### config.mk
export PLATFORM = sky130hd
export DESIGN_NAME = if_prefetch_queue
export DESIGN_NICKNAME = d
export VERILOG_FILES = /design/src/rtl/if_prefetch_queue.sv
export SDC_FILE = /design/constraint.sdc
export NUM_CORES = 1
export LEC_CHECK = 0
export ABC_AREA = 1
export BUFFER_PORTS_ARGS = -buffer_cell sky130_fd_sc_hd__clkbuf_2
export CAP_MARGIN = 5
export CORE_UTILIZATION = 40
export DETAILED_ROUTE_END_ITERATION = 7
export HOLD_SLACK_MARGIN = 0.05
export PLACE_DENSITY = 0.63
export SYNTH_ARGS = -nofsm -noshare
export SYNTH_HDL_FRONTEND = slang
export SYNTH_SLANG_ARGS = --single-unit
### constraint.sdc
create_clock -name clk -period 12.1 [get_ports clk]
set_input_delay 1.815 -clock clk [delete_from_list [all_inputs] [get_ports clk]]
set_output_delay 1.815 -clock clk [all_outputs]
set_load 0.01 [all_outputs]
### src/rtl/if_prefetch_queue.sv
// In-order prefetch FIFO between IF and ID: holds {PC+4, instruction} pairs,
// asserts Full to freeze fetch, and drops wrong-path entries on Flush.
module if_prefetch_queue #(
    parameter int DEPTH = 4,
    parameter int PTR_W = 2
) (
    input  logic             clk,
    input  logic             rst,
    input  logic [31:0]      PC_in,
    input  logic [31:0]      Inst_in,
    input  logic             Push_Valid,
    input  logic             Freeze,
    input  logic             Flush,
    output logic [31:0]      PC_out,
    output logic [31:0]      Inst_out,
    output logic             Out_Valid,
    output logic             Full,
    output logic [PTR_W:0]   Count
);

    localparam logic [PTR_W:0] LP_FULL_COUNT = (PTR_W + 1)'(DEPTH);

    logic [63:0]      r_mem [DEPTH];
    logic [PTR_W-1:0] r_rd_ptr;
    logic [PTR_W-1:0] r_wr_ptr;
    logic [PTR_W:0]   r_count;

    logic             w_full;
    logic             w_out_valid;
    logic             w_push_en;
    logic             w_pop_en;
    logic [63:0]      w_head;

    assign w_full      = (r_count == LP_FULL_COUNT);
    assign w_out_valid = (r_count != '0);

    // Full comes from the registered count, so a pop never frees a slot for a
    // push in the same cycle.
    assign w_push_en = Push_Valid & ~w_full & ~Flush;
    assign w_pop_en  = w_out_valid & ~Freeze & ~Flush;

    // NOTE: the storage array has no reset; validity is tracked by r_count,
    // so clearing the data would only cost flops and reset routing.
    always_ff @(posedge clk) begin
        if (w_push_en) begin
            r_mem[r_wr_ptr] <= {PC_in, Inst_in};
        end
    end

    // NOTE: sequential state uses non-blocking assignments so every register
    // samples pre-edge values regardless of statement order.
    always_ff @(posedge clk) begin
        if (rst || Flush) begin
            r_rd_ptr <= '0;
            r_wr_ptr <= '0;
            r_count  <= '0;
        end else begin
            if (w_push_en) begin
                r_wr_ptr <= r_wr_ptr + 1'b1;
            end
            if (w_pop_en) begin
                r_rd_ptr <= r_rd_ptr + 1'b1;
            end
            case ({w_push_en, w_pop_en})
                2'b10:   r_count <= r_count + 1'b1;
                2'b01:   r_count <= r_count - 1'b1;
                default: r_count <= r_count;
            endcase
        end
    end

    assign w_head    = r_mem[r_rd_ptr];
    assign PC_out    = w_out_valid ? w_head[63:32] : 32'h0;
    assign Inst_out  = w_out_valid ? w_head[31:0]  : 32'h0;
    assign Out_Valid = w_out_valid;
    assign Full      = w_full;
    assign Count     = r_count;

endmodule
After elaboration in Yosys (flattened, before gate mapping)
Memory sizes are Yosys's and may differ from the RTL's. A register that Yosys moved wholly into a read port is not among the register bits.
Cells that the tools add are included.
{"block": "word_totals", "mem_bits_ro": 0, "out_inout_bits": 69, "mem_count": 1, "reg_bits": 7, "ramBits": 256, "latchBits": 0, "inputBits": 69}
{"block": "op_classes", "n_reduce_logical": 3, "eq_ne": 3, "bitwise": 7, "multipliers": 0, "order_cmp": 0, "addsub": 4, "n_mux": 7, "div_mod_pow": 0, "n_shift": 0}
{"memory": "r_mem", "depth": 4, "width": 64, "read_ports": 1, "rd_clocked_by_memory_dff": 1, "write_ports": 1, "line_no": "23", "source": "logic [63:0] r_mem [DEPTH];"}
{"operator": "32-bit 2-to-1 mux", "n": 2}
{"operator": "3-bit case mux with 2 select lines", "n": 1}
{"operator": "2-bit by 1-bit adder with 2-bit output, second input constant", "n": 2}
{"operator": "1-bit AND", "n": 4}
{"operator": "2-bit 2-to-1 mux", "n": 2}
{"operator": "3-bit by 1-bit adder with 3-bit output, second input constant", "n": 1}
{"operator": "3-bit equality test, second input constant", "n": 1}
{"operator": "1-bit inverter", "n": 3}
{"operator": "3-bit nonzero test", "n": 1}
{"operator": "3-bit by 1-bit subtractor with 3-bit output, second input constant", "n": 1}
{"operator": "2-bit by 1-bit equality test with 1-bit output, second input constant", "n": 1}
{"operator": "2-bit equality test, second input constant", "n": 1}
{"operator": "1-bit 2-to-1 mux", "n": 2}
{"operator": "2-bit nonzero test", "n": 1}
{"operator": "1-bit logical OR", "n": 1}

Logic depth before layout (Yosys ltp)
Gate-level depths: netlist of the first run.
{"block": "logic_depth", "word_depth": 6, "ltp_mapped": 13, "depth_no_buf": 13}

Worst setup path after synthesis of the first run
OpenSTA, ideal clock, no wires.
{"block": "synth_path", "path_kind": "input -> register", "startpoint": "in Push_Valid", "endpoint": "mem r_mem[0][0], enable pin", "path_stages": 4, "required_time_ps": 11613, "arrival_ps": 4835, "slack_ps": 6778, "cell_sequence": "inv_1 nor2_1 nand2_1 nor2_1"}
{"block": "synth_via", "elab_chain_len": 4}
{"element": "start, declared", "line_no": "11", "source": "input logic Push_Valid,"}
{"element": "1-bit AND (2 in series)", "line_no": "39", "source": "assign w_push_en = Push_Valid & ~w_full & ~Flush;"}
{"element": "1-bit 2-to-1 mux", "line_no": "45", "source": "if (w_push_en) begin"}
{"element": "1-bit 2-to-1 mux (not written as such)", "line_no": "46", "source": "r_mem[r_wr_ptr] <= {PC_in, Inst_in};"}
{"element": "end, declared", "line_no": "23"}
Every way passes these cells.

==> run_results.csv, run 1 <==
group,metric,value,unit
global_route,grt_pass1_wl,33800,microns
cts,cts_tree,"built",
timing,slew_viol_final,0,
floorplan,die_x,163,microns
global_route,gr-max-usage-layer,"met2",
place,place_area,11300,sq um
finish,n_antenna_cell,0,
floorplan,fp.dieH,163,microns
global_route,grt-ovfl-total,0,
finish,layout_commonest_cell,"nor2_1",
cts,cts_htree_levels,1,
routing,totalWireLength,22000,microns
cts,ctsHoldBuffers,0,
finish,final_cell_count_no_fill,1305,
place,dp_slack,7.47,ns
cts,cts_buffer_depth,3,
setup_path,cpPeakStageDelay,0.76,ns
finish,nets,1031,
routing,avgViaCountPerCell,5.05,
cts,path_clk_slew,0.06,ns
setup_path,path_class,"register to primary output",
floorplan,die_area,26700,sq um
floorplan,std_cell_rows,58,
global_route,grtUsageMet1,0.221,
cts,clock_sinks,265,
yosys,syn-num-nets,903,
timing,relSlewSlack,0.336,
routing,ant_nets,0,
yosys,synth_area_per_cell,12.6,sq um
finish,fin_area,12100,sq um
global_route,use_met2,0.281,
timing,skew,0.00897,ns
yosys,synth_area_leaders,"edfxtp_1 (74%), nor2_1 (9.7%), o21ai_0 (5.7%)",
finish,mostFrequentLayoutCells,"nor2_1 (265), edfxtp_1 (256), clkbuf_2 (137)",
cts,numCtsBuffers,27,
routing,firstDrtPassIters,4,
timing,setup_viol,0,
timing,hold_viol,0,
finish,num-fill-cells,2240,
timing,fin_crit_sh,0.422,
timing,tns,0,ns
timing,worst_pin_slew,0.996,ns
yosys,yosys.area.top_type_share,0.738,
global_route,grt_max_degree,75,
setup_path,start_kind,"register",
setup_path,crit_family,"buffers and inverters",
place,port-buffer-count,137,
setup_path,critical_path_arrival,3.29,ns
run_status,status,"finished, final reports clean",
place,place_congestion,0.707,
setup_path,reg2reg_slack,9.40,ns
timing,period_minus_slack,5.11,ns
global_route,grtUsageTotal,0.165,
cts,post_cts_buffers,0,
floorplan,start_util,0.411,
place,post-place-cells,1257,
routing,dr.first_iter.drc_count,521,
setup_path,cp_data_required_time,10.28,ns
routing,drc,0,
place,hpwl,11700,microns
cts,root_buffer,"clkbuf_16",
global_route,antenna_found_initial,0,
yosys,synth_seq_area_share,0.755,
cts,clkLatencyLatePin,0.52,ns
setup_path,crit_chain,"clkinv_2, buf_4, o21ai_0, a21oi_1, clkbuf_2",
run,maxCapViolations,0,
timing,rsz0062_at_grt,"false",
finish,layout-drive-gt1-share,0.193,
yosys,ys_warn_count,0,
yosys,synthDistinctLibCells,17,
yosys,synthCells,828,
cts,ctsResizeCount,0,
power_and_ir_drop,power_density,153,nW/um^2
power_and_ir_drop,p_leak,4.37,nW
global_route,grt_util_met3,0.0269,
global_route,grt_pass1_vias,6371,
timing,fin_ws,6.99,ns
setup_path,path_max_fanout,74,
timing,max_freq,0.196,GHz
yosys,synth_top_area_cell,"edfxtp_1",
setup_path,cp_slowest_cell,"dfxtp_4",
yosys,netlist_area,10400,sq um
floorplan,io_pins,138,
yosys,ys_seq_elements,265,
routing,wl_per_cell,16.9,microns
finish,area_growth,16.3,%
floorplan,core-area,25300,sq um
setup_path,end_kind,"primary output",
power_and_ir_drop,max-vdd-ir-drop,0.0000772,V
min_path,hold_path.class,"register to register",
setup_path,timing.critical_path.buf_inv,3,
routing,via_count,6589,
[path summary, 6_finish.rpt]
| path | from | to | cells after the start |
|---|---|---|---|
| min reg2reg | Count[0] | Count[0] | 2 |
| min | Count[0] | Count[0] | 2 |
| max | register | PC_out[12] | 5 |
| max reg2reg | Count[0] | r_mem[2][59] | 5 |
[power by group]
part / switching, mW / internal (mW) / total, mW
Combinational: 0.0525 / 0.0250 / 0.0775
Sequential: 0.00379 / 1.02 / 1.02
Clock: 0.316 / 0.432 / 0.749
Total: 0.373 / 1.48 / 1.85
[cell type report]
cell class	count	area, sq um	share of cell area
sequential	265	7870	0.650
tap	330	413	0.0341
timing repair buffer	146	753	0.0622
inverter	21	80.1	0.00661
clock buffer	39	721	0.0595
clock inverter	9	70.1	0.00579
multi-input combinational	495	2200	0.182
[flip-flops by register name, summed over array words and instances (netlist names), named ones only]
name / count
r_rd_ptr: 2
r_mem: 256
Count: 3
r_wr_ptr: 2
[logic make-up (layout without fill, tap and decap cells)]
logic type,Yosys count,in the layout,synth area share
fa+ha+maj,6,6,0.00793
buf+inv,68,215,0.0362
compound gates,198,198,0.0951
flops,265,265,0.755
simple gates,291,291,0.105
[cells in the mapped netlist, drive strengths merged]
cell type / number
o21ai: 129
nand3: 5
a21oi: 69
nor2: 269
fa: 1
clkbuf: 14
ha: 5
inv: 21
nand2: 17
buf: 33
edfxtp: 256
dfxtp: 9
[per-stage QoR]
step | hold WS, ns | utilization | total power [mW]
2_1_floorplan | 0.464 | - | 1.08
3_3_place_gp | 0.489 | 0.447 | 1.12
3_5_place_dp | 0.496 | 0.447 | 1.12
4_1_cts | 0.506 | 0.478 | 1.87
5_1_grt | 0.527 | 0.478 | 1.91
6_report | 0.509 | 0.478 | 1.85
[worst register-to-register path, stage by stage (launching register included)]
cell and delay [ns]:
dfxtp_1 0.38, nor2_1 0.08, nand2_1 0.14, nand2_1 0.32, nor2_4 0.73, buf_4 0.66
[routing by layer]
metal  up-vias  share of wire
li1       3175              -
met2       174           0.49
met4         0          0.017
met3        28          0.054
met1      3212           0.44
met5         -              0
No activity file was read; power rests on OpenSTA's default activity.
==> run 2: changes to the inputs <==
PLACE_DENSITY = 0.65   (was 0.63)
clock period = 4.5 ns   (was 12.1 ns; I/O delays follow)
==> run_results.csv, run 2 (synthesis gave the netlist of run 1 again) <==
group,metric,value,unit
setup_path,critical_path_arrival,2.28,ns
timing,period_minus_slack,2.96,ns
timing,relSlewSlack,0.425,
finish,final_cell_count_no_fill,1313,
finish,top_register,"r_mem",
setup_path,cpPeakStageDelay,0.53,ns
run_status,status,"finished, final reports clean",
place,place_congestion,0.698,
setup_path,path_class,"register to primary output",
timing,holdWs,0.367,ns
cts,numCtsBuffers,28,
setup_path,cp_data_required_time,3.83,ns
cts,cts_htree_levels,1,
routing,dr.first_iter.drc_count,331,
place,port-buffer-count,137,
timing,slew_viol_final,0,
setup_path,start_kind,"register",
floorplan,die_x,163,microns
global_route,grt-ovfl-total,0,
setup_path,crit_family,"buffers and inverters",
power_and_ir_drop,p_leak,4.47,nW
global_route,antenna_found_initial,1,
timing,skew,0.0104,ns
cts,clock_sinks,265,
timing,max_freq,0.338,GHz
floorplan,core-area,25300,sq um
global_route,grt_max_degree,97,
routing,avgViaCountPerCell,5.00,
min_path,hold_path.class,"input port to register",
run,maxCapViolations,0,
setup_path,end_kind,"primary output",
timing,rsz0062_at_grt,"false",
routing,ant_nets,0,
finish,layout_commonest_cell,"nor2_1",
timing,hold_viol,0,
setup_path,timing.critical_path.buf_inv,3,
routing,firstDrtPassIters,4,
finish,nets,1038,
routing,wl_per_cell,16.7,microns
global_route,grt_pass1_vias,6441,
routing,top_layer,"met5",
routing,wl_met3,1110,microns
routing,totalWireLength,22000,microns
cts,root_buffer,"clkbuf_16",
floorplan,io_pins,138,
finish,n_antenna_cell,0,
global_route,grtUsageTotal,0.166,
cts,path_clk_slew,0.06,ns
power_and_ir_drop,power_density,422,nW/um^2
finish,area_growth,17.9,%
power_and_ir_drop,max-vdd-ir-drop,0.000245,V
finish,num-fill-cells,2233,
timing,setup_viol,0,
setup_path,reg2reg_slack,2.34,ns
cts,cts_buffer_depth,3,
floorplan,std_cell_rows,58,
setup_path,worstReg2RegEnd,"Count[2]",
power_and_ir_drop,power,5.19,mW
timing,fin_crit_sh,0.658,
place,hpwl,12300,microns
routing,wl_met1,9830,microns
finish,mostFrequentLayoutCells,"nor2_1 (265), edfxtp_1 (256), clkbuf_2 (137)",
cts,ctsHoldBuffers,0,
setup_path,cp.depth,6,
cts,clkLatencyLatePin,0.52,ns
finish,layout-drive-gt1-share,0.205,
place,post-place-cells,1263,
setup_path,rr_startpoint,"Count[1]",
floorplan,start_util,0.411,
routing,wl_met2,10700,microns
setup_path,reg2reg_depth,12,
cts,post_cts_buffers,0,
setup_path,path_max_fanout,35,
finish,largest_reg_flops,256,
cts,cts_tree,"built",
setup_path,critPathCapture,"Inst_out[28]",
floorplan,fp.dieH,163,microns
cts,ctsResizeCount,0,
timing,worst_pin_slew,0.863,ns
floorplan,die_area,26700,sq um
setup_path,cp_slowest_cell,"buf_4",
routing,via_count,6561,
timing,fin_ws,1.54,ns
setup_path,crit_chain,"inv_2, buf_4, nor2_1, o21ai_0, a21oi_1, clkbuf_2",
timing,tns,0,ns
routing,drc,0,
global_route,grt_pass1_wl,34400,microns
place,dp_slack,1.99,ns
run 2: changes by cell type in the layout (fill, tap and decap cells not counted):
cell | previous run | this run
buf_4 | 9 | 14
clkinv_2 | 5 | 9
clkbuf_16 | 27 | 29
clkbuf_1 | 12 | 5
clkinv_4 | 1 | 0
clkinv_1 | 3 | 4
bufinv_16 | 1 | 3
clkinv_8 | 0 | 1
buf_12 | 0 | 1
run 2: area by class of cell:
type | instances | area (sq um) | area share
flip-flops and latches | 265 | 7870 | 0.641
well taps | 330 | 413 | 0.0336
inverters | 21 | 80.1 | 0.00652
repair buffers | 152 | 811 | 0.0660
clock inverters | 16 | 161 | 0.0131
multi-input cells | 495 | 2200 | 0.179
clock buffers | 34 | 744 | 0.0606
run 2: per-stage QoR:
step	util	instance area [sq um]
after floorplan	-	10400
after global placement	0.449	11400
after detailed placement	0.449	11400
after CTS	0.485	12300
after global routing	0.485	12300
final	0.485	12300
run 2: how the worst min path moves through the flow:
stage | startpoint | to | slack, ns | cells after the start
after floorplan | r_rd_ptr[1] | register | 0.46 | 2
after global placement | r_wr_ptr[1] | r_wr_ptr[1] | 0.49 | 2
after detailed placement | Count[0] | Count[0] | 0.50 | 2
after CTS | PC_in[21] | r_mem[3][53] | 0.34 | 1
after global routing | PC_in[8] | r_mem[2][40] | 0.35 | 1
final | PC_in[21] | r_mem[3][53] | 0.37 | 1
run 2: routing by layer:
layer  up-vias  global-route usage
met2       149               0.282
met3        25              0.0300
met1      3203               0.221
met4         2              0.0370
li1       3182                   -
met5         -                   0
run 2: where the power goes:
part	total (mW)	switching (mW)	leakage, nW	internal, mW
registers	2.75	0.00814	2.40	2.74
clock network	2.22	0.880	0.450	1.34
logic	0.212	0.143	1.62	0.0692
total	5.19	1.03	4.47	4.16
run 2: worst reg2reg max path, cell delays in order (launching register included):
cell	delay, ns
dfxtp_1	0.34
nor2_1	0.15
nand2_1	0.14
nand2_1	0.39
ha_1	0.26
inv_1	0.07
fa_1	0.37
inv_1	0.07
nand2_1	0.04
nand3_1	0.08
nand2_1	0.06
nand2_1	0.05
nor2_1	0.04
